==> config.mk <==
export PLATFORM = sky130hd
export DESIGN_NAME = bit_serializer_flat
export DESIGN_NICKNAME = d
export VERILOG_FILES = /design/src/rtl/bit_serializer_if.sv /design/src/rtl/bit_serializer.sv /design/src/flat_wrapper.sv
export SDC_FILE = /design/constraint.sdc
export NUM_CORES = 1
export LEC_CHECK = 0
export BUFFER_PORTS_ARGS = -buffer_cell sky130_fd_sc_hd__buf_2
export CAP_MARGIN = 30
export CORE_MARGIN = 10
export CORE_UTILIZATION = 51
export CTS_BUF_LIST = sky130_fd_sc_hd__clkbuf_8
export DETAILED_ROUTE_END_ITERATION = 7
export PLACE_DENSITY_LB_ADDON = 0.08
export SLEW_MARGIN = 30
export SYNTH_ARGS = -nofsm -noshare
export SYNTH_HDL_FRONTEND = slang
export SYNTH_SLANG_ARGS = --single-unit
==> constraint.sdc <==
create_clock -name clk -period 1.8 [get_ports clk]
set_clock_uncertainty 0.15 [all_clocks]
set_input_delay 0.09 -clock clk [delete_from_list [all_inputs] [get_ports clk]]
set_output_delay 0.09 -clock clk [all_outputs]
set_load 0.05 [all_outputs]
==> src/rtl/bit_serializer_if.sv <==
// Upstream word handshake for the bit serializer.
// Carries one WIDTH-bit parallel word with a valid/ready pair.
//   din        : parallel word offered by the producer
//   din_valid  : producer has a word on din
//   din_ready  : serializer can take a word this cycle
// The master modport is the word producer; the slave modport is the serializer.
interface bit_serializer_if #(
    parameter int WIDTH = 8
);
    logic [WIDTH-1:0] din;
    logic             din_valid;
    logic             din_ready;

    modport master (
        output din,
        output din_valid,
        input  din_ready
    );

    modport slave (
        input  din,
        input  din_valid,
        output din_ready
    );
endinterface

==> src/rtl/bit_serializer.sv <==
// Parallel-to-serial stage that feeds the serial sequence detector's x input.
// Words arrive over a valid/ready handshake. One word can wait in a hold
// buffer while another is being shifted, so back-to-back words come out
// with no idle gap. When no word is in flight, x sits at IDLE_BIT.
// Ports:
//   clk      : clock, all state changes on the rising edge
//   reset    : synchronous, active-low reset
//   up       : word handshake (din, din_valid in; din_ready out)
//   x        : serial data bit
//   x_valid  : x carries a data bit this cycle
//   sof      : x is the first bit of a word
//   busy     : shift engine active or hold buffer occupied
//   done_cnt : number of fully shifted words, wraps 255 -> 0
module bit_serializer #(
    parameter int WIDTH     = 8,
    parameter bit IDLE_BIT  = 1'b0,
    parameter bit MSB_FIRST = 1'b1
) (
    input  logic                clk,
    input  logic                reset,
    bit_serializer_if.slave     up,
    output logic                x,
    output logic                x_valid,
    output logic                sof,
    output logic                busy,
    output logic [7:0]          done_cnt
);

    localparam int CNT_W = $clog2(WIDTH);
    localparam logic [CNT_W-1:0] LAST_CNT = CNT_W'(WIDTH - 1);

    typedef enum logic {
        IDLE  = 1'b0,
        SHIFT = 1'b1
    } state_t;

    state_t             state_q,    state_d;
    logic [WIDTH-1:0]   shiftReg_q, shiftReg_d;
    logic [WIDTH-1:0]   hold_q,     hold_d;
    logic               holdFull_q, holdFull_d;
    logic [CNT_W-1:0]   cnt_q,      cnt_d;
    logic [7:0]         doneCnt_q,  doneCnt_d;
    logic               sof_q,      sof_d;

    logic               lastBit;
    logic               accept;
    logic               curBit;
    logic [WIDTH-1:0]   shifted;

    // Ready depends only on reset and the hold flag, never on the engine,
    // so the upstream sees no combinational path through the shifter.
    assign up.din_ready = reset & ~holdFull_q;
    assign accept       = up.din_valid & up.din_ready;
    assign lastBit      = (state_q == SHIFT) && (cnt_q == LAST_CNT);

    assign curBit  = MSB_FIRST ? shiftReg_q[WIDTH-1] : shiftReg_q[0];
    assign shifted = MSB_FIRST ? {shiftReg_q[WIDTH-2:0], 1'b0}
                               : {1'b0, shiftReg_q[WIDTH-1:1]};

    // Serial outputs come straight from registers only.
    assign x_valid  = (state_q == SHIFT);
    assign x        = (state_q == SHIFT) ? curBit : IDLE_BIT;
    assign sof      = sof_q;
    assign busy     = (state_q == SHIFT) | holdFull_q;
    assign done_cnt = doneCnt_q;

    // Load decision. A word boundary (idle engine or last bit) prefers the
    // held word, then a bypass of din; mid-word, a new word lands in hold
    // while the shifter keeps going.
    always_comb begin
        state_d    = state_q;
        shiftReg_d = shiftReg_q;
        hold_d     = hold_q;
        holdFull_d = holdFull_q;
        cnt_d      = cnt_q;
        sof_d      = 1'b0;
        doneCnt_d  = lastBit ? doneCnt_q + 8'd1 : doneCnt_q;

        if ((state_q == IDLE) || lastBit) begin
            cnt_d = '0;
            if (holdFull_q) begin
                shiftReg_d = hold_q;
                holdFull_d = 1'b0;
                state_d    = SHIFT;
                sof_d      = 1'b1;
            end else if (accept) begin
                shiftReg_d = up.din;
                state_d    = SHIFT;
                sof_d      = 1'b1;
            end else begin
                state_d    = IDLE;
            end
        end else begin
            if (accept) begin
                hold_d     = up.din;
                holdFull_d = 1'b1;
            end
            shiftReg_d = shifted;
            cnt_d      = cnt_q + CNT_W'(1);
        end
    end

    // State register with synchronous active-low reset; reset drops both the
    // word in flight and the held word.
    always_ff @(posedge clk) begin
        if (!reset) begin
            state_q    <= IDLE;
            shiftReg_q <= '0;
            hold_q     <= '0;
            holdFull_q <= 1'b0;
            cnt_q      <= '0;
            doneCnt_q  <= 8'd0;
            sof_q      <= 1'b0;
        end else begin
            state_q    <= state_d;
            shiftReg_q <= shiftReg_d;
            hold_q     <= hold_d;
            holdFull_q <= holdFull_d;
            cnt_q      <= cnt_d;
            doneCnt_q  <= doneCnt_d;
            sof_q      <= sof_d;
        end
    end

endmodule

==> src/flat_wrapper.sv <==
// flat-port wrapper written by rule: the top's interface ports become plain ports
module bit_serializer_flat 
#(
    parameter int WIDTH     = 8,
    parameter bit IDLE_BIT  = 1'b0,
    parameter bit MSB_FIRST = 1'b1
)
  (clk, reset, x, x_valid, sof, busy, done_cnt, up_din, up_din_valid, up_din_ready);
  bit_serializer_if #(.WIDTH(WIDTH)) up_i ();
  input  logic clk;
  input  logic reset;
  output logic x;
  output logic x_valid;
  output logic sof;
  output logic busy;
  output logic [7:0] done_cnt;
  input wire logic [$bits(up_i.din)-1:0] up_din;
  input wire logic [$bits(up_i.din_valid)-1:0] up_din_valid;
  output wire logic [$bits(up_i.din_ready)-1:0] up_din_ready;
  assign up_i.din = up_din;
  assign up_i.din_valid = up_din_valid;
  assign up_din_ready = up_i.din_ready;
  bit_serializer #(.WIDTH(WIDTH), .IDLE_BIT(IDLE_BIT), .MSB_FIRST(MSB_FIRST)) u_core (.clk(clk), .reset(reset), .up(up_i), .x(x), .x_valid(x_valid), .sof(sof), .busy(busy), .done_cnt(done_cnt));
endmodule
==> results.ini, run 1 <==
[clock_tree]
post_cts_buffers=0
cts_htree_levels=2
clkTransAtPathRegs_ns=0.06
clockRootBuffer=clkbuf_8
clkLatencyLatePin_ns=0.28
cts.sinks=30
cts_tree=built
clockBufferDepth=2
numCtsBuffers=5

[power]
pwr-share-clk=0.422
p_sw_mw=0.355
swShare=0.238
p_seq_frac=0.471
p_per_area_nw_per_um2=895
combPwrFrac=0.107
vdd_drop_max_mv=0.797
intPower_mw=1.14
power.leakage_nw=0.768

[die]
coreArea_um2=2500
die_w_um=71.6
die_area_um2=5120
core.rowCount=18
start_util=0.543
io_pins=24
die_y_um=71.6

[critical_path]
cp-end-kind=register
cp_slowest_cell=or4_4
cp_cell_sequence=ha_2, ha_4, nand4_4, or4_4, a21oi_1
reg2regPathDepth=5
worst-path-buf-inv=0
start_kind=register
crit_type=register to register
slowest_delay_ns=0.50
arrival_ns=1.77
path_max_fanout=6
crit_family=simple AND/OR/NAND/NOR gates
crit_cells=5
cp.required_ns=1.86

[route]
drtPass1Iterations=4
drc=0
wl_um=3040
wl_per_cell_um=14.9
ant_nets=0
initialDrtViolationCount=62
via_per_inst=5.90
vias=1204

[finish]
n_antenna_cell=0
drive_gt1_frac=0.259
final_util=0.668
finalNetCount=187
area_delta_synth_final_pct=23.1
fill_cells=220

[synthesis]
syn_avg_cell_area_um2=9.29
synthDistinctLibCells=31
synth_top_area_share=0.443
syn_nets=160
ys_dominant_reg_cell=dfxtp_1
synth-seq-area-share=0.443
mappedNetlistArea_um2=1360
yosysTopAreaCell=dfxtp_1
synth_edf_count=0
synth_area_leaders=dfxtp_1 44%, and3_1 7.4%, a32o_1 5.2%
async_flop_share=0
synth_warnings=0
ys_ff_latch=30
synth_cells=146

[timing]
fin_crit_sh=0.950
setup-tns-final_ns=0
finalCriticalPeriod_ns=1.71
max_freq_ghz=0.585
slew_viol_final=0
slew_headroom=0.744
setup_viol=0
hold_viol=0
whs_ns=0.00813
grt_setup_unrepaired=no
worst_slew_pin_slew_ns=0.384

[global_route]
grt_pass1_wl_um=5090
grt_usage=0.120
grt.overflow.total=0
grt_max_degree=27
grt_pass1_vias=1195
antenna_found_initial=0

[worst_hold_path]
hold_path.class=primary input to register
whs_path_depth=3

[place]
io_buffers=23
dpl.hpwl_um=2030
gp_congestion=0.744

[status]
outcome=completed

[job]
maxCapViolCount=0

[routing by layer]
layer / vias up / routed length, um / share of wire / GRT usage
met1: 572 / 1370 / 0.45 / 0.127
met4: 0 / 53 / 0.017 / 0.0882
met5: - / 0 / 0 / 0
met2: 29 / 1410 / 0.46 / 0.186
li1: 598 / - / - / -
met3: 5 / 212 / 0.070 / 0.0496
[cell usage in the layout, fill, tap and decap left out, types with 7 or more instances in the layout]
cell	instances
dfxtp_1	30
a211o_1	7
and3_1	16
clkbuf_8	8
a21boi_0	8
nand2b_1	8
nor2_1	8
a21oi_1	7
o21a_1	8
buf_2	23
a32o_1	7
[logic make-up after synthesis]
group	Yosys count	synth area share
AOI/OAI and AO/OA	43	0.237
xor gates and xnor gates	2	0.0129
and+or+nand+nor	56	0.243
buffers and inverters	12	0.0369
DFF	30	0.443
adders and majority gates	3	0.0277
[timing repair]
item	in CTS	in global routing
resized for setup	1	6
hold buffers	1	0
pin swaps	0	1
cloned	0	1
endpoints found under the setup margin	8	15
endpoints found under the hold margin	1	0
[power groups by stage]
| stage | clock, mW | sequential, mW | combinational, mW |
|---|---|---|---|
| after CTS | 0.650 | 0.702 | 0.157 |
| after floorplan | 0 | 0.723 | 0.104 |
| after global placement | 0 | 0.715 | 0.150 |
| after detailed placement | 0 | 0.716 | 0.154 |
| final | 0.630 | 0.704 | 0.159 |
| after global routing | 0.674 | 0.707 | 0.175 |
[per-stage QoR]
stage | power (mW) | instances | instance area [um^2] | setup WS (ns)
2_1_floorplan | 0.827 | 146 | 1360 | 0.0254
3_3_place_gp | 0.865 | 194 | 1500 | 0.0490
3_5_place_dp | 0.869 | 194 | 1500 | -0.00974
4_1_cts | 1.51 | 203 | 1620 | 0.0288
5_1_grt | 1.56 | 204 | 1670 | 0.00707
6_report | 1.49 | 204 | 1670 | 0.0908
[worst paths after layout]
kind,slack (ns),start,endpoint
hold / removal,0.008,up_din[4],u_core.hold_q[4]$_SDFFE_PN0P_
setup reg to reg,0.09,u_core.cnt_q[0]$_SDFF_PP0_,u_core.done_cnt[7]$_SDFFE_PN0P_
hold reg to reg,0.28,u_core.cnt_q[0]$_SDFF_PP0_,u_core.cnt_q[0]$_SDFF_PP0_
setup / recovery,0.09,u_core.cnt_q[0]$_SDFF_PP0_,u_core.done_cnt[7]$_SDFFE_PN0P_
[synthesized netlist by cell type, types with 2 or more instances]
cell	instances
o21ai_0	4
clkbuf_1	5
nand2b_1	8
a32o_1	7
o21a_1	8
or3_1	4
nand3_1	3
ha_1	3
nand2_1	4
nor2_1	8
or2_2	2
a211o_1	7
buf_2	3
and2_1	4
dfxtp_1	30
a21oi_1	7
a21boi_0	8
and3_1	16
inv_1	3
[sequential cells by signal (all words and copies together), names as in the netlist]
signal             count
u_core.cnt_q           3
u_core.sof             1
u_core.hold_q          8
u_core.holdFull_q      1
u_core.shiftReg_q      8
u_core.x_valid         1
u_core.done_cnt        8
[cell type report]
| class | count | area [um^2] | share of cell area |
|---|---|---|---|
| Timing Repair Buffer | 28 | 155 | 0.0930 |
| Tap cell | 30 | 37.5 | 0.0225 |
| Multi-Input combinational cell | 105 | 754 | 0.452 |
| Inverter | 3 | 11.3 | 0.00675 |
| Sequential cell | 30 | 601 | 0.360 |
| Clock buffer | 8 | 110 | 0.0660 |
[tightest hold or removal path, cell delays in order]
cell,delay (ns)
buf_2,0.08
and3_1,0.13
o21a_1,0.11
Power figures use the tool's default switching activity.
==> inputs of run 2 (changes only) <==
Settings changed: ABC_AREA from default to 1, SKIP_LAST_GASP from default to 1.
==> run 2 against run 1 <==
Against the previous run:
- count of clock-buffer cells in the layout shrank 3
- global-route usage grew 1.1 points
- combinational power grew 6%
==> results.ini, run 2 <==
[clock_tree]
cts_tree=built
numCtsBuffers=5
cts.sinks=30
post_cts_buffers=0
clockBufferDepth=2
clkLatencyLatePin_ns=0.28
clkTransAtPathRegs_ns=0.06
clockRootBuffer=clkbuf_8
cts_htree_levels=2

[critical_path]
cp-end-kind=primary output
slowest_delay_ns=0.62
cp_cell_sequence=inv_2, nand2_1, buf_2
worst-path-buf-inv=2
path_max_fanout=13
start_kind=register
startpoint=u_core.holdFull_q$_SDFFE_PP0P_
cp_slowest_cell=dfxtp_1
reg2reg_from=u_core.cnt_q[0]$_SDFF_PP0_
crit_family=flip-flops
crit_type=register to primary output
arrival_ns=1.43
cp.required_ns=1.56

[worst_hold_path]
hold_path.class=primary input to register
min-delay-start=reset

[synthesis]
netlist_top_cells_count=69 x nand2_1, 30 x dfxtp_1, 29 x nor2_1, 19 x inv_1, 12 x a21oi_1
async_flop_share=0
synth_top_area_share=0.439
syn_nets=215
synthDistinctLibCells=19
synth_edf_count=0
mappedNetlistArea_um2=1370
synth_area_leaders=dfxtp_1 44%, nand2_1 19%, nor2_1 8.0%
yosysTopAreaCell=dfxtp_1
ys_dominant_reg_cell=dfxtp_1
synth_warnings=0
ys_ff_latch=30
synth_most_common_cell=nand2_1
syn_avg_cell_area_um2=6.80
synth_cells=201
synth-seq-area-share=0.439

[die]
io_pins=24
coreArea_um2=2520
die_y_um=71.8
start_util=0.542
core.rowCount=18
die_area_um2=5150
die_w_um=71.8

[route]
wl_um=3160
via_per_inst=4.92
drc=0
drtPass1Iterations=4
wl_per_cell_um=11.9
ant_nets=0
initialDrtViolationCount=130
vias=1309

[place]
placed_cells=250
placed_cell_area_um2=1500
gp_congestion=0.821
io_buffers=23
dp_slack_ns=0.116
dpl.hpwl_um=2280

[timing]
slew_viol_final=0
slew_headroom=0.681
finalCriticalPeriod_ns=1.67
fin_ws_ns=0.127
worst_slew_pin_slew_ns=0.478
hold_viol=0
setup_viol=0
setup-tns-final_ns=0
grt_setup_unrepaired=no
fin_crit_sh=0.929
max_freq_ghz=0.598

[finish]
stdcell_area_um2=1670
area_delta_synth_final_pct=22.2
finalNetCount=250
layout_common_cells=69 x nand2_1, 30 x dfxtp_1, 29 x nor2_1
final_common_cell=nand2_1
drive_gt1_frac=0.178
layout.cells.non_filler=266
n_antenna_cell=0

[global_route]
antenna_found_initial=0
grt_usage=0.130
grt_pass1_wl_um=5490
grt.overflow.total=0
grt_pass1_vias=1278
grt_max_degree=21

[power]
p_per_area_nw_per_um2=813
vdd_drop_max_mv=0.596
p_total_mw=1.36
power.leakage_nw=0.812

[job]
maxCapViolCount=0

[status]
outcome=completed

run 2: power breakdown:
group / switching (mW) / leakage [nW] / internal, mW
sequential: 0.0161 / 0.244 / 0.689
clock: 0.232 / 0.0466 / 0.254
combinational: 0.109 / 0.522 / 0.0601
total: 0.357 / 0.812 / 1.00
run 2: timing repair:
item                                    CTS  global route
resized for setup                         0             1
endpoints found under the setup margin    0             4
hold endpoints to repair                  9             0
hold buffers                              9             0
run 2: worst min-delay path: cells and delay by family:
| family | cells | cell delay [ns] |
|---|---|---|
| buffers and inverters | 1 | 0.23 |
| AOI/OAI and AO/OA | 1 | 0.03 |
| and+or+nand+nor | 1 | 0.11 |
run 2: worst paths after layout:
path                                  endpoint  slack [ns]  cells after the start
min reg2reg         u_core.cnt_q[0]$_SDFF_PP0_        0.27                      1
max reg2reg  u_core.shiftReg_q[1]$_SDFFE_PN0P_        0.16                      8
min            u_core.done_cnt[2]$_SDFFE_PN0P_        0.09                      3
max                                       busy        0.13                      3
run 2: layout make-up:
cell class | instances | area [um^2]
multi-input cells | 143 | 646
fillers | 220 | 851
well taps | 30 | 37.5
clock inverters | 2 | 7.51
inverters | 23 | 86.3
flip-flops and latches | 30 | 601
clock buffers | 5 | 68.8
repair buffers | 33 | 225
run 2: kinds of logic (layout without fill, tap and decap cells):
kind of cell	Yosys count	in the layout	share of synthesized area
adder cells (fa/ha/maj)	3	3	0.0275
AND/OR/NAND/NOR	112	112	0.325
AO/OA/AOI/OAI	28	28	0.116
flip-flops	30	30	0.439
buffers and inverters	28	63	0.0924
run 2: routing by layer:
metal,vias to the layer above,wire [um],GRT usage,share of wire
li1,690,-,-,-
met1,583,1440,0.144,0.45
met2,29,1480,0.213,0.47
met3,7,167,0.0496,0.053
met4,0,73,0.0667,0.023
met5,-,0,0,0
run 2: metrics by stage:
step | hold WS (ns) | util
3_3_place_gp | 0.176 | 0.595
3_5_place_dp | 0.198 | 0.595
5_1_grt | 0.0959 | 0.663
2_1_floorplan | 0.0749 | -
6_report | 0.0871 | 0.663
4_1_cts | 0.0758 | 0.661
